<file path="config.mk">
export PLATFORM = sky130hd
export DESIGN_NAME = i2s_audio_tx
export DESIGN_NICKNAME = d
export VERILOG_FILES = /design/src/rtl/i2s_audio_tx.sv
export SDC_FILE = /design/constraint.sdc
export NUM_CORES = 1
export LEC_CHECK = 0
export BUFFER_PORTS_ARGS = -buffer_cell sky130_fd_sc_hd__buf_2
export CAP_MARGIN = 20
export CORE_MARGIN = 4
export CORE_UTILIZATION = 64
export DETAILED_ROUTE_END_ITERATION = 8
export GPL_TIMING_DRIVEN = 0
export PLACE_DENSITY_LB_ADDON = 0.15
export SLEW_MARGIN = 20
export SYNTH_ARGS = -nofsm -noshare
export SYNTH_HDL_FRONTEND = slang
export SYNTH_SLANG_ARGS = --single-unit
</file>
<file path="constraint.sdc">
create_clock -name clk -period 10.3 [get_ports clk]
set_input_delay 1.545 -clock clk [delete_from_list [all_inputs] [get_ports clk]]
set_output_delay 1.545 -clock clk [all_outputs]
set_load 0.01 [all_outputs]
</file>
<file path="src/rtl/i2s_audio_tx.sv">
// i2s_audio_tx
// Serialises signed 16-bit stereo samples as Philips-format I2S for the DAC.
// The bit clock is divided down from clk; the half-period constant follows
// ntscmode so the frame rate stays near SAMPLE_RATE on both system clocks.
// A one-deep holding buffer decouples the producer; when no new frame is
// waiting at a frame boundary the previous frame is sent again.
//
// Ports:
//   clk, reset        system clock, asynchronous active-high reset
//   ntscmode          selects the NTSC (1) or PAL (0) divider constant
//   sample_l/_r       two's complement left/right samples
//   sample_valid      producer has a sample pair this cycle
//   sample_ready      holding buffer empty (transfer when valid & ready)
//   underrun          one-cycle pulse: a frame started with the buffer empty
//   i2s_bck           bit clock
//   i2s_ws            word select, 0 = left, 1 = right
//   i2s_din           serial data, MSB first, one bit after ws changes
//
// Build option I2S_AUDIO_TX_UNDERRUN_CNT_EN adds:
//   underrun_clr      synchronous clear of the counter (wins over increment)
//   underrun_cnt      saturating 8-bit count of underrun pulses

module i2s_audio_tx #(
    parameter int unsigned CLK_HZ_PAL  = 31500000,
    parameter int unsigned CLK_HZ_NTSC = 32940000,
    parameter int unsigned SAMPLE_RATE = 24000
) (
    input  logic        clk,
    input  logic        reset,
    input  logic        ntscmode,
    input  logic [15:0] sample_l,
    input  logic [15:0] sample_r,
    input  logic        sample_valid,
    output logic        sample_ready,
    output logic        underrun,
    output logic        i2s_bck,
    output logic        i2s_ws,
    output logic        i2s_din
`ifdef I2S_AUDIO_TX_UNDERRUN_CNT_EN
    ,
    input  logic        underrun_clr,
    output logic [7:0]  underrun_cnt
`endif
);

    localparam int unsigned HALF_PAL  = CLK_HZ_PAL / (SAMPLE_RATE * 64);
    localparam int unsigned HALF_NTSC = CLK_HZ_NTSC / (SAMPLE_RATE * 64);
    localparam logic [15:0] HALF_PAL_M1  = 16'(HALF_PAL - 1);
    localparam logic [15:0] HALF_NTSC_M1 = 16'(HALF_NTSC - 1);

    logic [15:0] div_q, div_d;
    logic        bck_q, bck_d;
    logic        ws_q, ws_d;
    logic        din_q, din_d;
    logic [4:0]  bit_cnt_q, bit_cnt_d;
    logic [31:0] shreg_q, shreg_d;
    logic [31:0] last_q, last_d;
    logic [31:0] hold_q, hold_d;
    logic        full_q, full_d;

    logic [15:0] half_m1;
    logic        wrap;
    logic        fall;
    logic        load;
    logic        accept;
    logic [4:0]  bit_nx;

    always_comb begin
        half_m1 = ntscmode ? HALF_NTSC_M1 : HALF_PAL_M1;
        // >= rather than == so that a switch to the shorter constant while the
        // counter is already past it wraps on the next edge instead of running on.
        wrap    = (div_q >= half_m1);
        fall    = wrap && bck_q;
        load    = fall && (bit_cnt_q == 5'd31);
        accept  = sample_valid && !full_q;
        bit_nx  = bit_cnt_q + 5'd1;

        div_d     = wrap ? '0 : div_q + 16'd1;
        bck_d     = wrap ? ~bck_q : bck_q;
        ws_d      = ws_q;
        din_d     = din_q;
        bit_cnt_d = bit_cnt_q;
        shreg_d   = shreg_q;
        last_d    = last_q;
        hold_d    = hold_q;
        full_d    = full_q;

        if (fall) begin
            bit_cnt_d = bit_nx;
            ws_d      = bit_nx[4];
            din_d     = shreg_q[31];
            if (load) begin
                if (full_q) begin
                    shreg_d = hold_q;
                    last_d  = hold_q;
                    full_d  = 1'b0;
                end else begin
                    shreg_d = last_q;
                end
            end else begin
                shreg_d = {shreg_q[30:0], 1'b0};
            end
        end

        // Accept only happens with the buffer empty, so it never collides with
        // the load clearing a full buffer; an accept during an underrun load
        // lands in hold for the following frame.
        if (accept) begin
            hold_d = {sample_l, sample_r};
            full_d = 1'b1;
        end
    end

    always_ff @(posedge clk or posedge reset) begin
        if (reset) begin
            div_q     <= '0;
            bck_q     <= 1'b0;
            ws_q      <= 1'b0;
            din_q     <= 1'b0;
            bit_cnt_q <= 5'd31;
            shreg_q   <= '0;
            last_q    <= '0;
            hold_q    <= '0;
            full_q    <= 1'b0;
        end else begin
            div_q     <= div_d;
            bck_q     <= bck_d;
            ws_q      <= ws_d;
            din_q     <= din_d;
            bit_cnt_q <= bit_cnt_d;
            shreg_q   <= shreg_d;
            last_q    <= last_d;
            hold_q    <= hold_d;
            full_q    <= full_d;
        end
    end

    assign sample_ready = !full_q;
    assign underrun     = load && !full_q;
    assign i2s_bck      = bck_q;
    assign i2s_ws       = ws_q;
    assign i2s_din      = din_q;

`ifdef I2S_AUDIO_TX_UNDERRUN_CNT_EN
    logic [7:0] ucnt_q, ucnt_d;

    always_comb begin
        ucnt_d = ucnt_q;
        if (underrun_clr) begin
            ucnt_d = '0;
        end else if (underrun && (ucnt_q != 8'hFF)) begin
            ucnt_d = ucnt_q + 8'd1;
        end
    end

    always_ff @(posedge clk or posedge reset) begin
        if (reset) begin
            ucnt_q <= '0;
        end else begin
            ucnt_q <= ucnt_d;
        end
    end

    assign underrun_cnt = ucnt_q;
`endif

endmodule

</file>
==> results.md, run 1 <==
- CTS root buf: clkbuf_8
- Residual DRC: 0
- Static leakage: between 2 and 3 nW
- Relative slew slack: 49.8%
- Final WL: between 10000 and 15000 µm
- Most frequent cell after synthesis: dfrtp_1
- # setup viols final: 0
- Die ar.: 0.0102 mm²
- First-pass GRT wire length: between 15000 and 20000 µm
- DP Cell Count: ~570
- Core area: between 0.008 and 0.009 mm²
- Port Buffers: 40
- RSZ-0062 raised after global routing: no
- Setup ws final: between 5 and 6 ns
- Vias in the first global route: between 3000 and 4000
- Reg2reg end: shreg_q[4]
- R2r worst-path depth: 7
- Hold endpoint: last_q[19]
- Critical path's largest stage delay: approximately 0.48 ns
- Switching Fraction: between 20% and 30%
- DR vias: 3648
- Tightest Hold Check Type: reg -> reg
- Post-synth top flop: dfrtp_1
- Startpoint Class: primary input
- Tmin final: 4.99 ns
- DR WL/cell: 17.7 µm
- Clock transition at path regs: roughly 0.05 ns
- Cell Int Power: between 1 and 1.5 mW
- Combinational share of power: a little under a quarter
- Seq/Total Area, Yosys: between 50% and 60%
- Library cells used by synthesis: 37
- Outcome: completed
- WHS: about 0.48 ns
- Worst skew pair latency: 0.52 ns
- Nets@finish: 528
- MaxCap Viol Count: 0
- Layout cells sized above 1: between 30 and 40%
- Yosys warnings: 0
- Setup crit end kind: output pin
- CTS H-tree lvls: 4
- CP arrival: approximately 3.4 ns
- Most frequent cells after synthesis: dfrtp_1, mux2_2, o211ai_1
- PD cells: approximately 250 mW/mm²
- Worst Path Required: just under 9 ns
- R2r setup slk: 7.49 ns
- 1st-pass router iterations: 5
- Synthesis-stage register bit count: 121
- Min-Delay Path Depth: 1
- # IOs: 41
- Design area: about 0.0065 mm²
- CP Max Fanout: 10
- Antenna-violating nets left: 0
- CP cell instances: buf_2, inv_1, ha_1, a211o_1, a31oi_1, o21a_1, buf_2, nor4b_1, buf_2
- Post-CTS Resized: 0
- Total power: 1.65 mW
- Vias/cell: 6.04
- Initial Util: ~66%
- Worst Tran Pin Value: 0.748 ns
- Clk_skew: between 0.006 and 0.007 ns
- GPL Wtd Cong: roughly 0.86
- Yosys top cell area share: 52.4%
- Fin. Hold Viols: 0
- Final period utilization: between 40 and 50%
- Critical path class: in -> out
- DR iter-0 viols: around 150
- Dpl ws: roughly 5.3 ns
- Final Core Density: between 70% and 80%
- Diode count: 0
- Slew Viols, Final: 0
- Synth Cell Area: 0.00554 mm²
- Async set-reset flop share out of synthesis: 100%
- GR Overflow Total: 0
- EDFF count, synth: 0
- Row count: 33
- CTS tree: built
- Largest net degree at the start of global routing: between 80 and 90
- Tot GR Track Use: 23.4%
- Clock power share: between 30% and 40%
- Net switching power: roughly 450 µW
- Reg2reg start: div_q[2]
- Final TNS setup: 0 ns
- Hold Crit Start: last_q[19]
- Final Non-Filler Cells: just over 600
- Placed Area: between 0.005 and 0.006 mm²
- Die Height: 101 µm
- DIE WIDTH: about 100 µm
- Antenna violations before repair: 0
- Post-Syn Area per Cell: between 10 and 15 µm²
- Clock Sinks: about 120
- # hold bufs at CTS: 0
- Fmax: around 0.2 GHz
- Area Overhead vs Synth: 17.5%
- Worst VDD drop: around 160 µV
- Crit path top cell by count: buf_2
- Clock buffer count from CTS: 17
- Synth top area cells: dfrtp_1, mux2_2, mux2_1, mux2i_1, o211ai_1
- Cells after Synth: approximately 420
- CTS Buffer Depth: 2
- Crit path max-delay cell type: a31oi_1
- Yosys top cell by area: dfrtp_1
- HPWL Detailed: roughly 6900 µm
- Seq pwr share: a little over two fifths
- Setup bufs post-CTS: 0
==> worst max-delay path: cells and delay by family <==
family	cells	cell delay (ns)
compound gates	3	0.95
buf+inv	4	0.54
fa+ha+maj	1	0.30
simple gates	1	0.10
==> metal layers <==
layer | GRT usage (%) | up-vias | share of wire (%)
li1 | - | 1673 | -
met1 | 30.5 | 1874 | 43
met2 | 36.9 | 85 | 51
met3 | 7.47 | 16 | 4.2
met4 | 7.98 | 0 | 1.3
met5 | 0 | - | 0
==> cells in the final DEF, fill, tap and decap left out, types with 6 or more instances in the layout <==
master     netlist  layout
o31ai_1         31      31
clkbuf_16        0      16
o211ai_1        37      37
mux2i_1         31      31
mux2_2          61      61
nand2_1          6       6
ha_1             6       6
dfrtp_1        116     116
o21ai_1          7       7
conb_1           1      11
clkbuf_1        24      25
mux2_1          35      35
and2_1           6       6
buf_2            8      48
==> power groups by stage <==
stage	logic [mW]	clock network (mW)	registers, mW
final	0.377	0.556	0.717
after global routing	0.424	0.589	0.735
after CTS	0.383	0.563	0.718
after detailed placement	0.377	0	0.722
after global placement	0.357	0	0.714
after floorplan	0.306	0	0.696
==> worst max path at each step <==
stage / start / to / slack [ns] / cells past startpoint
after floorplan: reset / div_q[0] / 5.55 / 1
after detailed placement: ntscmode / underrun / 5.29 / 9
after global routing: ntscmode / underrun / 5.14 / 9
after global placement: reset / div_q[11] / 4.28 / 2
after CTS: ntscmode / underrun / 5.30 / 9
final: ntscmode / underrun / 5.31 / 9
==> flip-flops by register name, summed over array words and instances (netlist names) <==
name / count
hold_q: 32
last_q: 32
shreg_q: 32
div_q: 16
bit_cnt_q: 5
full_q: 1
i2s_bck: 1
i2s_din: 1
i2s_ws: 1
==> kinds of logic (layout without fill, tap and decap cells) <==
family | count (synthesis) | after routing | synth area share, %
mux | 127 | 127 | 25.1
flops | 121 | 121 | 54.7
compound gates | 84 | 84 | 11.4
buf+inv | 42 | 115 | 3.43
simple gates | 31 | 31 | 3.23
fa+ha+maj | 6 | 6 | 1.35
xor+xnor | 4 | 4 | 0.632
other cells | 1 | 11 | 0.0677
==> final cells by class <==
cell class                 instances  area, µm²
timing repair buffer              41        228
clock buffer                      22        473
multi-input combinational        263       2360
inverter                           6       27.5
sequential                       121       3030
clock inverter                    10       93.8
fill                             537       1830
tap                              105        131
buffer                            36        168
No activity file was read; power rests on OpenSTA's default activity.
==> inputs of run 2 (changes only) <==
CORE_UTILIZATION = 54   (was 64)
clock period = 4.1 ns   (was 10.3 ns; I/O delays follow)
==> results.md, run 2 (same netlist as run 1, synthesis figures left out) <==
- Outcome: completed
- Static leakage: around 2.9 nW
- CP cell instances: ha_1, and3_1, ha_1, clkbuf_1, clkbuf_1, nor4b_1, buf_2
- 1st-pass router iterations: 4
- Port Buffers: 40
- Crit path max-delay family: buffers and inverters
- CTS Buffer Depth: 2
- Largest net degree at the start of global routing: 72
- Design area: approximately 0.0066 mm²
- Startpoint Class: register
- Core area: 0.00986 mm²
- Nets@finish: 528
- # hold bufs at CTS: 0
- Residual DRC: 0
- CP Max Fanout: 10
- Row count: 36
- Net switching power: between 1 and 1.5 mW
- DR WL/cell: 17.0 µm
- # setup viols final: 0
- MaxCap Viol Count: 0
- Seq pwr share: 41.8%
- DR vias: between 3000 and 4000
- CTS H-tree lvls: 4
- DR iter-0 viols: 193
- Slew Viols, Final: 0
- Antenna violations before repair: 0
- Clk_skew: around 0.0085 ns
- # IOs: a little over 40
- Critical path class: reg -> out
- Relative slew slack: between 40% and 50%
- Final period utilization: roughly nine tenths
- Commonest non-fill, non-tap cell in the layout: dfrtp_1
- Worst VDD drop: 457 µV
- Fin. Hold Viols: 0
- Diode count: 0
- Post-CTS Resized: 0
- Setup bufs post-CTS: 0
- Combinational share of power: 22.0%
- R2r worst-path depth: 7
- Initial Util: between 50% and 60%
- GPL Wtd Cong: 0.817
- Regs by FF count: hold_q (32), last_q (32), shreg_q (32)
- Layout cells sized above 1: approximately 30%
- Critical path's largest stage delay: roughly 0.58 ns
- Die Height: 109 µm
- WHS: between 0.15 and 0.2 ns
- Worst skew pair latency: about 0.52 ns
- Clock buffer count from CTS: 17
- Setup ws final: between 0.3 and 0.4 ns
- GR Overflow Total: 0
- Crit path max-delay cell type: clkbuf_1
- Cell Int Power: 3.19 mW
- Switching Fraction: between 20% and 30%
- PD cells: between 600 and 700 mW/mm²
- Tightest Hold Check Type: in -> async
- Die ar.: between 0.01 and 0.015 mm²
- Clock transition at path regs: 0.06 ns
- Reg2reg start: div_q[2]
- Dpl ws: 0.815 ns
- Area Overhead vs Synth: 19.1%
- Most frequent cells in the layout: dfrtp_1, mux2_2, buf_2, o211ai_1, mux2_1
- Clock power share: 36.2%
- Clock Sinks: approximately 120
- Vias/cell: 5.63
- Worst Path Required: around 3.5 ns
- Antenna-violating nets left: 0
- Setup crit end kind: output pin
- Fmax: 0.269 GHz
- RSZ-0062 raised after global routing: no
- CTS tree: built
- Tot GR Track Use: a little over 20%
- CTS root buf: clkbuf_8
- Filler cell count: ~750
- Worst Tran Pin Value: between 0.7 and 0.8 ns
- Buf+Inv Stages, Crit Path: 3
- Total power: about 4.3 mW
- Placed Area: about 0.006 mm²
- DIE WIDTH: 109 µm
- Reg2reg end: shreg_q[8]
- Vias in the first global route: 3827
- R2r setup slk: approximately 1.2 ns
- CP arrival: between 3 and 4 ns
- Tmin final: ~3.7 ns
- HPWL Detailed: around 7100 µm
- Final WL: around 11000 µm
- First-pass GRT wire length: about 19000 µm
-- run 2: power by group through the flow --
stage | logic, mW | clock network (mW) | registers, mW
floorplan | 0.768 | 0 | 1.75
global placement | 0.905 | 0 | 1.80
CTS | 0.967 | 1.58 | 1.80
global route | 1.07 | 1.63 | 1.85
detailed placement | 0.957 | 0 | 1.81
finish | 0.949 | 1.56 | 1.80
-- run 2: layout make-up --
cell class,count,area (µm²),area share (%)
Inverter,6,27.5,0.417
Timing Repair Buffer,41,228,3.45
Buffer,36,168,2.54
Clock buffer,25,484,7.34
Sequential cell,121,3030,46.0
Tap cell,133,166,2.52
Clock inverter,7,138,2.08
Multi-Input combinational cell,263,2360,35.7
-- run 2: through the flow --
step | util [%] | TNS [ns] | instances
final | 66.9 | 0 | 632
after global placement | 60.3 | -116.75 | 599
after global routing | 66.9 | 0 | 632
after CTS | 66.9 | 0 | 632
after floorplan | - | 0 | 426
after detailed placement | 60.6 | 0 | 600
-- run 2: metal layers --
layer,vias to the layer above,GRT usage (%),part of all wire [%]
li1,1678,-,-
met1,1782,25.7,45
met2,80,33.1,50
met4,0,7.21,1.2
met5,-,0,0
met3,15,6.11,4.4
-- run 2: worst register-to-register path: cells and delay by family, from the launching register on --
kind / cells / cell delay [ns]
AO/OA/AOI/OAI: 4 / 1.15
buffers and inverters: 2 / 0.91
flip-flops: 1 / 0.42
adder cells (fa/ha/maj): 1 / 0.31
-- run 2: worst max path at each step --
stage,startpoint,slack [ns],endpoint,cells past startpoint
2_1_floorplan,reset,0.28,div_q[0],1
3_3_place_gp,reset,-1.01,div_q[15],2
3_5_place_dp,ntscmode,0.81,underrun,9
4_1_cts,bit_cnt_q[0],0.31,underrun,7
5_1_grt,bit_cnt_q[0],0.23,underrun,7
6_report,bit_cnt_q[0],0.38,underrun,7
